File: config.mk
export PLATFORM = sky130hd
export DESIGN_NAME = mul_seq
export DESIGN_NICKNAME = d
export VERILOG_FILES = /design/src/rtl/mul_seq.sv
export SDC_FILE = /design/constraint.sdc
export NUM_CORES = 1
export LEC_CHECK = 0
export CAP_MARGIN = 0
export CORE_UTILIZATION = 53
export CTS_CLUSTER_SIZE = 8
export DETAILED_ROUTE_END_ITERATION = 16
export GPL_TIMING_DRIVEN = 0
export PLACE_DENSITY = 0.79
export SYNTH_ARGS = -nofsm -noshare
export SYNTH_HDL_FRONTEND = slang
export SYNTH_SLANG_ARGS = --single-unit
File: constraint.sdc
create_clock -name clk -period 4.7 [get_ports clk]
set_input_delay 0.705 -clock clk [delete_from_list [all_inputs] [get_ports clk]]
set_output_delay 0.705 -clock clk [all_outputs]
set_load 0.005 [all_outputs]
File: src/rtl/mul_seq.sv
// ---------------------------------------------------------------------------
// mul_seq: iterative radix-2 shift-add multiply sequencer for the
// single-cycle core. It takes both operands when decode asks for a multiply,
// works through one multiplier bit per cycle for WIDTH cycles while holding
// fetch, then returns the product, its write-back index and merged flags.
//
// Ports:
//   clk, rst      core clock, asynchronous active-high reset
//   start         multiply request, only looked at while idle
//   mul_type      00 unsigned-low, 01 unsigned-high, 10 signed-low,
//                 11 signed-high
//   set_flags     update N/Z/C/V from the product on completion
//   dest_reg      write-back register index
//   op_a, op_b    multiplicand and multiplier
//   flags_in      current {N,Z,C,V}
//   flush         abort the operation in flight
//   busy          high while running or completing
//   hold_fetch    same as busy; holds PC and selects the ucode mux
//   done          one-cycle completion pulse
//   write_en      regfile write strobe, same as done
//   result        selected product half, held until the next completion
//   result_reg    captured dest_reg, held alongside result
//   flags_out     merged {N,Z,C,V}, held alongside result
//   flags_valid   same as done
// ---------------------------------------------------------------------------
module mul_seq #(
  parameter int WIDTH      = 32,
  parameter int REG_ADDR_W = 4,
  parameter int CNT_W      = $clog2(WIDTH)
) (
  input  logic                  clk,
  input  logic                  rst,
  input  logic                  start,
  input  logic [1:0]            mul_type,
  input  logic                  set_flags,
  input  logic [REG_ADDR_W-1:0] dest_reg,
  input  logic [WIDTH-1:0]      op_a,
  input  logic [WIDTH-1:0]      op_b,
  input  logic [3:0]            flags_in,
  input  logic                  flush,
  output logic                  busy,
  output logic                  hold_fetch,
  output logic                  done,
  output logic                  write_en,
  output logic [WIDTH-1:0]      result,
  output logic [REG_ADDR_W-1:0] result_reg,
  output logic [3:0]            flags_out,
  output logic                  flags_valid
);

  localparam int PW = 2 * WIDTH;

  typedef enum logic [1:0] {
    IDLE = 2'd0,
    RUN  = 2'd1,
    DONE = 2'd2
  } MulState;

  MulState curState, nextState;

  logic [CNT_W-1:0]      count;
  logic [WIDTH-1:0]      mcand;
  logic [PW-1:0]         acc;
  logic                  negateCap;
  logic                  setFlagsCap;
  logic [1:0]            modeCap;
  logic [3:0]            flagsCap;
  logic [REG_ADDR_W-1:0] destCap;

  logic [WIDTH-1:0]      resultQ;
  logic [REG_ADDR_W-1:0] resultRegQ;
  logic [3:0]            flagsQ;

  logic                  acceptStart;
  logic                  lastStep;
  logic                  aNeg, bNeg;
  logic [WIDTH-1:0]      magA, magB;
  logic [WIDTH:0]        sumHi;
  logic [PW-1:0]         accStep;
  logic [PW-1:0]         product;
  logic [WIDTH-1:0]      lowHalf, highHalf, selResult;
  logic                  overflow;
  logic [3:0]            newFlags;

  // A request is taken only from IDLE, and a same-cycle flush wins over it.
  // lastStep marks the edge that folds in the final multiplier bit.
  assign acceptStart = (curState == IDLE) && start && !flush;
  assign lastStep    = (curState == RUN) && (count == '0) && !flush;

  // State register.
  always_ff @(posedge clk or posedge rst) begin
    if (rst) begin
      curState <= IDLE;
    end else begin
      curState <= nextState;
    end
  end

  // Next-state logic: IDLE -> RUN on an accepted start, RUN -> DONE once the
  // counter has reached zero, DONE always falls back to IDLE. Flush from RUN
  // abandons the operation; from DONE it ends up in IDLE as well.
  always_comb begin
    nextState = curState;
    unique case (curState)
      IDLE: if (acceptStart) nextState = RUN;
      RUN: begin
        if (flush)              nextState = IDLE;
        else if (count == '0)   nextState = DONE;
      end
      DONE:    nextState = IDLE;
      default: nextState = IDLE;
    endcase
  end

  // Operand magnitudes and one shift-add step. Operands are multiplied as
  // unsigned magnitudes; the most-negative value maps to 2^(WIDTH-1), which
  // still fits in WIDTH unsigned bits. The accumulator keeps the partial
  // product in its upper half and the unconsumed multiplier bits in its lower
  // half, so each step adds into the top and shifts everything right by one.
  always_comb begin
    aNeg     = mul_type[1] & op_a[WIDTH-1];
    bNeg     = mul_type[1] & op_b[WIDTH-1];
    magA     = aNeg ? (~op_a + WIDTH'(1)) : op_a;
    magB     = bNeg ? (~op_b + WIDTH'(1)) : op_b;
    sumHi    = {1'b0, acc[PW-1:WIDTH]} + (acc[0] ? {1'b0, mcand} : '0);
    accStep  = {sumHi, acc[WIDTH-1:1]};
    product  = negateCap ? (~accStep + PW'(1)) : accStep;
    lowHalf  = product[WIDTH-1:0];
    highHalf = product[PW-1:WIDTH];
  end

  // Result selection and flag merge. Low modes report whether the discarded
  // high half carried information: for unsigned any set bit, for signed
  // anything other than the sign extension of the low half. High modes keep
  // the incoming C/V.
  always_comb begin
    selResult = modeCap[0] ? highHalf : lowHalf;
    overflow  = modeCap[1] ? (highHalf != {WIDTH{lowHalf[WIDTH-1]}})
                           : (highHalf != '0);
    newFlags  = flagsCap;
    if (setFlagsCap) begin
      newFlags[3] = selResult[WIDTH-1];
      newFlags[2] = (selResult == '0);
      if (!modeCap[0]) begin
        newFlags[1] = overflow;
        newFlags[0] = overflow;
      end
    end
  end

  // Operand capture and the iteration datapath. The counter stops at zero
  // rather than wrapping.
  always_ff @(posedge clk or posedge rst) begin
    if (rst) begin
      count       <= '0;
      mcand       <= '0;
      acc         <= '0;
      negateCap   <= 1'b0;
      setFlagsCap <= 1'b0;
      modeCap     <= 2'b00;
      flagsCap    <= 4'b0000;
      destCap     <= '0;
    end else if (acceptStart) begin
      count       <= CNT_W'(WIDTH - 1);
      mcand       <= magA;
      acc         <= {{WIDTH{1'b0}}, magB};
      negateCap   <= aNeg ^ bNeg;
      setFlagsCap <= set_flags;
      modeCap     <= mul_type;
      flagsCap    <= flags_in;
      destCap     <= dest_reg;
    end else if (curState == RUN) begin
      acc <= accStep;
      if (count != '0) begin
        count <= count - CNT_W'(1);
      end
    end
  end

  // Visible results are loaded on the edge entering DONE and then held until
  // the next completion, so execute/regfile see stable values during DONE.
  always_ff @(posedge clk or posedge rst) begin
    if (rst) begin
      resultQ    <= '0;
      resultRegQ <= '0;
      flagsQ     <= 4'b0000;
    end else if (lastStep) begin
      resultQ    <= selResult;
      resultRegQ <= destCap;
      flagsQ     <= newFlags;
    end
  end

  // A flush arriving during DONE masks that cycle's pulse combinationally.
  assign busy        = (curState != IDLE);
  assign hold_fetch  = busy;
  assign done        = (curState == DONE) && !flush;
  assign write_en    = done;
  assign flags_valid = done;
  assign result      = resultQ;
  assign result_reg  = resultRegQ;
  assign flags_out   = flagsQ;

endmodule

==> metrics.txt, run 1 <==
# TYPE chip_impl_metric gauge
chip_impl_metric{name="synth_simple_gate_area_share",unit="%"} 24.79
chip_impl_info{name="outcome",value="finished with violations"} 1
chip_impl_info{name="synth_top_family_by_area",value="simple AND/OR/NAND/NOR gates"} 1
chip_impl_metric{name="cts.htree.levels",unit=""} 4
chip_impl_metric{name="yosys_top_cell_area_share",unit="%"} 32.60
chip_impl_metric{name="grt_max_degree",unit=""} 42
chip_impl_info{name="root_buffer",value="clkbuf_16"} 1
chip_impl_metric{name="drv_cap",unit=""} 0
chip_impl_metric{name="final.fill_count",unit=""} 1810
chip_impl_metric{name="largest_register_ff_count",unit=""} 64
chip_impl_info{name="hp_class",value="reg2reg"} 1
chip_impl_metric{name="cts-buffers-inserted",unit=""} 17
chip_impl_metric{name="clk_transition_reported_paths",unit="ns"} 0.07
chip_impl_metric{name="place.detailed.hpwl",unit="um"} 29400
chip_impl_metric{name="final_layout_size_suffix_gt1_share",unit="%"} 11.43
chip_impl_metric{name="drt_wl_total",unit="um"} 39800
chip_impl_metric{name="drt_iter0_markers",unit=""} 1252
chip_impl_info{name="critical_path_class",value="reg2reg"} 1
chip_impl_metric{name="post_synthesis_adder_cell_area_fraction",unit="%"} 4.059
chip_impl_info{name="rsz0062_at_grt",value="true"} 1
chip_impl_metric{name="worst_slack",unit="ns"} -0.4798
chip_impl_metric{name="grt_antenna_before_repair",unit=""} 0
chip_impl_metric{name="initial_utilization",unit="%"} 54.35
chip_impl_metric{name="cp_max_fo",unit=""} 6
chip_impl_info{name="timing.critical_path.from",value="acc[0]"} 1
chip_impl_metric{name="die_area",unit="sq um"} 23050
chip_impl_metric{name="fin_total_pwr",unit="mW"} 7.855
chip_impl_metric{name="critical_path.max_stage_delay",unit="ns"} 0.50
chip_impl_metric{name="worstMarginPinSlew",unit="ns"} 1.059
chip_impl_info{name="critical_path_most_common_cell",value="buf_6"} 1
chip_impl_metric{name="dieWidth",unit="um"} 151.8
chip_impl_info{name="worstReg2RegStart",value="acc[0]"} 1
chip_impl_metric{name="r2r_setup_slack",unit="ns"} -0.48
chip_impl_metric{name="synth.yosys.warnings",unit=""} 0
chip_impl_metric{name="drt_pass1_iterations",unit=""} 6
chip_impl_metric{name="grt_pass1_vias",unit=""} 11820
chip_impl_metric{name="synthesis.area_per_instance",unit="sq um"} 7.890
chip_impl_metric{name="grt_first_pass_wirelength",unit="um"} 62180
chip_impl_info{name="tritoncts_clock_tree",value="built"} 1
chip_impl_metric{name="track_usage",unit="%"} 33.67
chip_impl_info{name="failed_checks",value="setup timing"} 1
chip_impl_metric{name="place_ws",unit="ns"} -0.9297
chip_impl_info{name="endpoint_kind",value="register"} 1
chip_impl_metric{name="detail_route.wl_per_cell",unit="um"} 20.11
chip_impl_metric{name="reg2reg_depth",unit=""} 20
chip_impl_metric{name="period_needed",unit="ns"} 5.180
chip_impl_info{name="crit_path_top_delay_cell",value="or4_4"} 1
chip_impl_metric{name="synth.distinct_cells",unit=""} 81
chip_impl_info{name="post-synth-top-count-cell",value="nand2_1"} 1
chip_impl_metric{name="post-route-drc-count",unit=""} 0
chip_impl_metric{name="syn_inst",unit=""} 1508
chip_impl_metric{name="cp_data_required_time",unit="ns"} 5.02
chip_impl_info{name="synth_common_cells",value="277 x nand2_1, 155 x dfrtp_1, 133 x o21ai_0, 104 x nor2_1, 91 x xnor2_1"} 1
chip_impl_metric{name="placement.io_buffers",unit=""} 123
chip_impl_metric{name="synth_to_layout_area_growth",unit="%"} 26.57
chip_impl_metric{name="synth_seq_cells",unit=""} 155
chip_impl_metric{name="worstSkewPairLatency",unit="ns"} 0.44
chip_impl_metric{name="max-slew-margin-rel",unit="%"} 28.41
chip_impl_metric{name="placementRows",unit=""} 54
chip_impl_metric{name="setup_viol",unit=""} 8
chip_impl_info{name="synth_largest_area_cell",value="dfrtp_1"} 1
chip_impl_metric{name="die_h",unit="um"} 151.8
chip_impl_metric{name="drv_slew",unit=""} 0
chip_impl_metric{name="critPathArrivalTime",unit="ns"} 5.50
chip_impl_metric{name="vdd.ir_drop.worst",unit="mV"} 0.2683
chip_impl_info{name="type_of_origin_of_the_critical_path",value="register"} 1
chip_impl_info{name="path_cells",value="clkbuf_8 > and2_4 > ha_4 > fa_2 > a211oi_4 > o211ai_1 > a211oi_4 > buf_6 > xnor2_4 > or4_4 > buf_6 > or2_1 > or3_1 > buf_6 > o41ai_4 > xnor2_2 > nand3_1 > nand4b_1 > o22ai_1 > a21oi_1"} 1
chip_impl_metric{name="multiInputGateArea",unit="sq um"} 8085
chip_impl_metric{name="achievable-frequency",unit="GHz"} 0.1931
chip_impl_metric{name="power.static_leakage",unit="nW"} 6.082
chip_impl_metric{name="nNetsFinal",unit=""} 1803
chip_impl_metric{name="tritoncts_num_sinks",unit=""} 155
chip_impl_metric{name="synth_xor_area_share",unit="%"} 11.78
chip_impl_metric{name="layout_worst_path_cycle_share",unit="%"} 110.2
chip_impl_metric{name="core_area",unit="sq um"} 21890
chip_impl_metric{name="gr-total-overflow",unit=""} 0
chip_impl_info{name="dominantRegCellSynth",value="dfrtp_1"} 1
chip_impl_metric{name="async_flop_share",unit="%"} 100.0
chip_impl_info{name="post_synth_main_area_contributors",value="dfrtp_1 33%, nand2_1 8.7%, xnor2_1 6.7%"} 1
chip_impl_metric{name="register_area",unit="sq um"} 3879
chip_impl_metric{name="boundaryPins",unit=""} 124
chip_impl_metric{name="via_count",unit=""} 12600
chip_impl_metric{name="place_congestion",unit=""} 1.014
chip_impl_metric{name="skew",unit="ns"} 0.01378
chip_impl_metric{name="antenna_nets_post_route",unit=""} 0
chip_impl_metric{name="timing_hold_violations_final",unit=""} 0
chip_impl_metric{name="synthMuxAreaShare",unit="%"} 1.556
chip_impl_metric{name="synth.cell_area",unit="sq um"} 11900
chip_impl_metric{name="synth_compound_area_share",unit="%"} 21.54
chip_impl_metric{name="synth-edff-count",unit=""} 0
chip_impl_metric{name="synth_nets",unit=""} 1625
chip_impl_metric{name="sequential_cell_area_fraction_in_the_yosys_report",unit="%"} 32.60
chip_impl_metric{name="power.density",unit="nW/um^2"} 521.6
chip_impl_info{name="setup.worst_path.end",value="flags_out[0]"} 1
chip_impl_info{name="regToRegEndpoint",value="flags_out[0]"} 1
chip_impl_metric{name="maximum_number_of_buffers_from_clock_root_to_sink",unit=""} 2
chip_impl_metric{name="drt-vias-per-instance",unit=""} 6.368
==> final cells by class <==
cell class | count | share of cell area [%]
Buffer | 83 | 2.343
Clock inverter | 13 | 1.570
Sequential cell | 155 | 25.76
Multi-Input combinational cell | 1242 | 53.69
Antenna cell | 1 | 0.01662
Clock buffer | 18 | 2.916
Timing Repair Buffer | 167 | 10.86
Tap cell | 280 | 2.326
Inverter | 20 | 0.5234
==> critical path: cells and delay by family, from the launching register on <==
family,cells,cell delay [ns]
xor+xnor,2,0.26
flops,1,0.42
compound gates,6,1.62
simple gates,6,1.62
buf+inv,4,0.60
fa+ha+maj,2,0.52
==> how the worst min path moves through the flow <==
stage | to | slack (ns) | cells after the start | startpoint
floorplan | flagsCap[0] | 0.44 | 2 | flagsCap[0]
global placement | result_reg[0] | 0.45 | 2 | destCap[0]
detailed placement | flagsCap[0] | 0.45 | 2 | flagsCap[0]
CTS | flagsCap[0] | 0.47 | 2 | flagsCap[0]
global route | result_reg[0] | 0.49 | 2 | destCap[0]
finish | result[31] | 0.47 | 2 | result[31]
==> per-layer routing <==
metal	up-vias	global-route usage, %	share of wire (%)
met5	-	0	0
met4	0	12.05	3.5
met3	130	7.501	9.8
met2	709	52.99	45
met1	6032	45.51	41
li1	5732	-	-
==> metrics by stage <==
stage | cells | hold slack (ns) | TNS, ns | util [%] | cell area [sq um]
floorplan | 1508 | 0.4374 | -0.2661 | - | 11940
global placement | 1911 | 0.4506 | -8.073 | 61.75 | 13520
detailed placement | 1915 | 0.4538 | -9.307 | 62.15 | 13600
CTS | 1961 | 0.4701 | -0.7059 | 67.16 | 14700
global route | 1978 | 0.4909 | -2.907 | 68.78 | 15060
finish | 1979 | 0.4734 | -1.774 | 68.79 | 15060
==> report_power, final <==
group	total [mW]	switching, mW	internal (mW)
Clock	1.63	0.611	1.02
Sequential	1.93	0.300	1.63
Combinational	4.30	2.66	1.64
Total	7.85	3.57	4.29
==> cells in the final DEF, fill, tap and decap left out, types with 7 or more instances in the layout <==
master,n
or3_4,7
nand3_1,52
o31ai_1,25
a21oi_2,10
ha_1,34
or2_2,7
nand2b_1,12
a31oi_1,33
nand2_1,277
inv_1,19
nor4_1,16
buf_4,37
o21ai_0,123
and2_1,40
o41ai_1,17
clkbuf_1,63
and3_1,7
o211ai_1,17
nor3_1,21
nand4_1,22
a211oi_1,12
xnor2_1,75
dfrtp_1,155
buf_1,10
mux2_2,11
or4_1,8
a21oi_1,75
or3_1,10
clkdlybuf4s50_1,123
o21ai_1,9
nor2_1,104
xnor2_2,14
buf_6,7
clkbuf_16,17
xor2_1,65
o21a_1,11
==> cells by family (layout without fill, tap and decap cells) <==
kind of cell | Yosys count | count (layout)
buffers and inverters | 111 | 301
AND/OR/NAND/NOR | 622 | 622
multiplexers | 17 | 17
other | 0 | 1
flip-flops | 155 | 155
AO/OA/AOI/OAI | 405 | 405
XOR/XNOR | 160 | 160
adder cells (fa/ha/maj) | 38 | 38
==> repair_timing <==
action,in CTS,in global routing
resized for setup,58,50
endpoints found under the setup margin,19,16
hold buffers,0,0
pin swaps,29,33
setup buffers,21,18
gates cloned,0,1
(Power assumes the default switching activity.)
==> run 2, diff against run 1 <==
--- a/config.mk
+++ b/config.mk
@@ -10,6 +10,7 @@
 export CTS_CLUSTER_SIZE = 8
 export DETAILED_ROUTE_END_ITERATION = 16
 export GPL_TIMING_DRIVEN = 0
+export HOLD_SLACK_MARGIN = 0.03
 export PLACE_DENSITY = 0.79
 export SYNTH_ARGS = -nofsm -noshare
 export SYNTH_HDL_FRONTEND = slang
==> results of run 2 <==
The final DEF is identical to that of run 1; final timing and power are the same.
==> run 3, diff against run 2 <==
--- a/config.mk
+++ b/config.mk
@@ -9,7 +9,6 @@
 export CORE_UTILIZATION = 53
 export CTS_CLUSTER_SIZE = 8
 export DETAILED_ROUTE_END_ITERATION = 16
-export GPL_TIMING_DRIVEN = 0
 export HOLD_SLACK_MARGIN = 0.03
 export PLACE_DENSITY = 0.79
 export SYNTH_ARGS = -nofsm -noshare
==> metrics.txt, run 3 (synthesis gave the netlist of run 1 again) <==
# TYPE chip_impl_metric gauge
chip_impl_metric{name="worstHoldPathCells",unit=""} 2
chip_impl_info{name="tritoncts_clock_tree",value="built"} 1
chip_impl_metric{name="cp_max_fo",unit=""} 6
chip_impl_metric{name="grt_antenna_before_repair",unit=""} 2
chip_impl_metric{name="core_area",unit="sq um"} 21890
chip_impl_metric{name="track_usage",unit="%"} 31.70
chip_impl_metric{name="pwr-share-seq",unit="%"} 25.4
chip_impl_metric{name="maximum_number_of_buffers_from_clock_root_to_sink",unit=""} 2
chip_impl_metric{name="die_h",unit="um"} 151.8
chip_impl_metric{name="drt_wl_total",unit="um"} 36990
chip_impl_metric{name="via_count",unit=""} 12020
chip_impl_info{name="outcome",value="finished with violations"} 1
chip_impl_metric{name="achievable-frequency",unit="GHz"} 0.2117
chip_impl_metric{name="pwr-share-clk",unit="%"} 18.6
chip_impl_metric{name="place.detailed.hpwl",unit="um"} 27170
chip_impl_metric{name="drt-vias-per-instance",unit=""} 6.109
chip_impl_metric{name="final_layout_size_suffix_gt1_share",unit="%"} 13.94
chip_impl_metric{name="post-route-drc-count",unit=""} 0
chip_impl_metric{name="worstSkewPairLatency",unit="ns"} 0.43
chip_impl_metric{name="fin_total_pwr",unit="mW"} 7.740
chip_impl_metric{name="vdd.ir_drop.worst",unit="mV"} 0.2310
chip_impl_metric{name="clk_transition_reported_paths",unit="ns"} 0.07
chip_impl_metric{name="drv_slew",unit=""} 0
chip_impl_info{name="final_cell_mix",value="276 x nand2_1, 153 x dfrtp_1, 126 x o21ai_0"} 1
chip_impl_metric{name="reg2reg_depth",unit=""} 17
chip_impl_metric{name="nNetsFinal",unit=""} 1790
chip_impl_metric{name="cts.htree.levels",unit=""} 4
chip_impl_info{name="critical_path_class",value="reg2reg"} 1
chip_impl_metric{name="placed_area",unit="sq um"} 13980
chip_impl_metric{name="setup_viol",unit=""} 2
chip_impl_info{name="most_common_cell_after_layout_fill_and_taps_aside",value="nand2_1"} 1
chip_impl_info{name="endpoint_kind",value="register"} 1
chip_impl_metric{name="layout_worst_path_cycle_share",unit="%"} 100.5
chip_impl_metric{name="dp.cells",unit=""} 1926
chip_impl_info{name="root_buffer",value="clkbuf_16"} 1
chip_impl_metric{name="die_area",unit="sq um"} 23050
chip_impl_metric{name="drt_iter0_markers",unit=""} 1094
chip_impl_metric{name="placement.io_buffers",unit=""} 123
chip_impl_metric{name="largest_register_ff_count",unit=""} 64
chip_impl_metric{name="worstMarginPinSlew",unit="ns"} 0.9909
chip_impl_metric{name="power.density",unit="nW/um^2"} 518.5
chip_impl_metric{name="layoutNonFillerInstCount",unit=""} 1968
chip_impl_metric{name="timing.hold.ws",unit="ns"} 0.4669
chip_impl_metric{name="grt_pass1_vias",unit=""} 11140
chip_impl_metric{name="detail_route.wl_per_cell",unit="um"} 18.80
chip_impl_metric{name="post-route-cell-area",unit="sq um"} 14930
chip_impl_metric{name="period_needed",unit="ns"} 4.725
chip_impl_metric{name="antenna_nets_post_route",unit=""} 0
chip_impl_metric{name="place_congestion",unit=""} 0.9976
chip_impl_metric{name="power_frac_comb",unit="%"} 55.9
chip_impl_metric{name="critPathArrivalTime",unit="ns"} 5.04
chip_impl_metric{name="grt_first_pass_wirelength",unit="um"} 59010
chip_impl_metric{name="worst_slack",unit="ns"} -0.02475
chip_impl_info{name="rsz0062_at_grt",value="true"} 1
chip_impl_metric{name="placementRows",unit=""} 54
chip_impl_metric{name="cp_data_required_time",unit="ns"} 5.01
chip_impl_metric{name="cell_internal_pwr",unit="mW"} 4.270
chip_impl_metric{name="grt_max_degree",unit=""} 156
chip_impl_metric{name="boundaryPins",unit=""} 124
chip_impl_metric{name="drv_cap",unit=""} 0
chip_impl_info{name="type_of_origin_of_the_critical_path",value="register"} 1
chip_impl_metric{name="drt_pass1_iterations",unit=""} 5
chip_impl_metric{name="tritoncts_num_sinks",unit=""} 155
chip_impl_metric{name="timing_hold_violations_final",unit=""} 0
chip_impl_metric{name="synth_to_layout_area_growth",unit="%"} 25.45
chip_impl_metric{name="gr-total-overflow",unit=""} 0
chip_impl_metric{name="p_switching",unit="mW"} 3.470
chip_impl_metric{name="cts-buffers-inserted",unit=""} 17
chip_impl_info{name="hp_class",value="reg2reg"} 1
chip_impl_metric{name="power.static_leakage",unit="nW"} 6.139
chip_impl_metric{name="max-slew-margin-rel",unit="%"} 33.94
chip_impl_metric{name="initial_utilization",unit="%"} 54.35
chip_impl_info{name="failed_checks",value="setup timing"} 1
chip_impl_metric{name="skew",unit="ns"} 0.007889
chip_impl_metric{name="swShare",unit="%"} 44.84
chip_impl_metric{name="dieWidth",unit="um"} 151.8
==> run 3: worst max-delay path, cell delays in order (launching register included) <==
cell      delay (ns)
dfrtp_1         0.42
and2_4          0.16
ha_4            0.17
fa_2            0.41
a211oi_4        0.29
buf_4           0.17
o21ai_1         0.11
xnor2_1         0.29
nand2_2         0.16
or3_4           0.41
or2_4           0.29
or4_4           0.56
o41ai_4         0.38
xnor2_2         0.18
nor4_2          0.20
o211ai_1        0.18
o22ai_1         0.16
a21oi_1         0.05
==> run 3: routing by layer <==
layer	vias to the layer above	share of wire, %	track usage (%)
met5	-	0	0
met4	0	2.3	9.381
met3	69	6.2	4.792
met2	470	46	50.65
met1	5758	45	44.39
li1	5726	-	-
==> run 3: final timing paths <==
kind                            startpoint            end  slack, ns
worst min-delay path            destCap[3]  result_reg[3]       0.47
worst min register to register  destCap[3]  result_reg[3]       0.47
worst max-delay path                acc[0]   flags_out[1]      -0.02
worst max register to register      acc[0]   flags_out[1]      -0.02
max in group asynchronous              rst      negateCap       3.18
min in group asynchronous              rst        acc[52]       0.88
==> run 3: repair_timing <==
action / 4_1_cts / 5_1_grt
buffers inserted: 2 / 6
resized for setup: 12 / 39
setup endpoints to repair: 6 / 10
cloned: 0 / 0
pin swaps: 4 / 21
hold buffers: 0 / 0
hold endpoints to repair: 0 / 0
==> run 3: per-stage QoR <==
stage | util (%) | setup WS (ns) | TNS (ns)
after floorplan | - | -0.09344 | -0.2661
after global placement | 63.86 | 0.03343 | 0
after detailed placement | 63.86 | -0.05208 | -0.1233
after CTS | 67.02 | 0.02041 | 0
after global routing | 68.16 | -0.2406 | -0.7631
final | 68.18 | -0.02475 | -0.04820
==> run 3: cell type report <==
cell class                 instances  area, sq um
fill                            1834         6965
clock inverter                    14        158.9
timing repair buffer             237         2103
clock buffer                      18        439.2
antenna                            2        5.005
multi-input combinational       1242         7909
sequential                       155         3881
tap                              280        350.3
inverter                          20        78.83
==> run 3: power groups by stage <==
stage	combinational, mW	clock, mW	sequential (mW)
floorplan	2.51	0	1.83
global placement	3.87	0	1.95
detailed placement	3.92	0	1.96
CTS	4.03	1.45	1.95
global route	4.64	1.50	2.01
finish	4.33	1.44	1.97
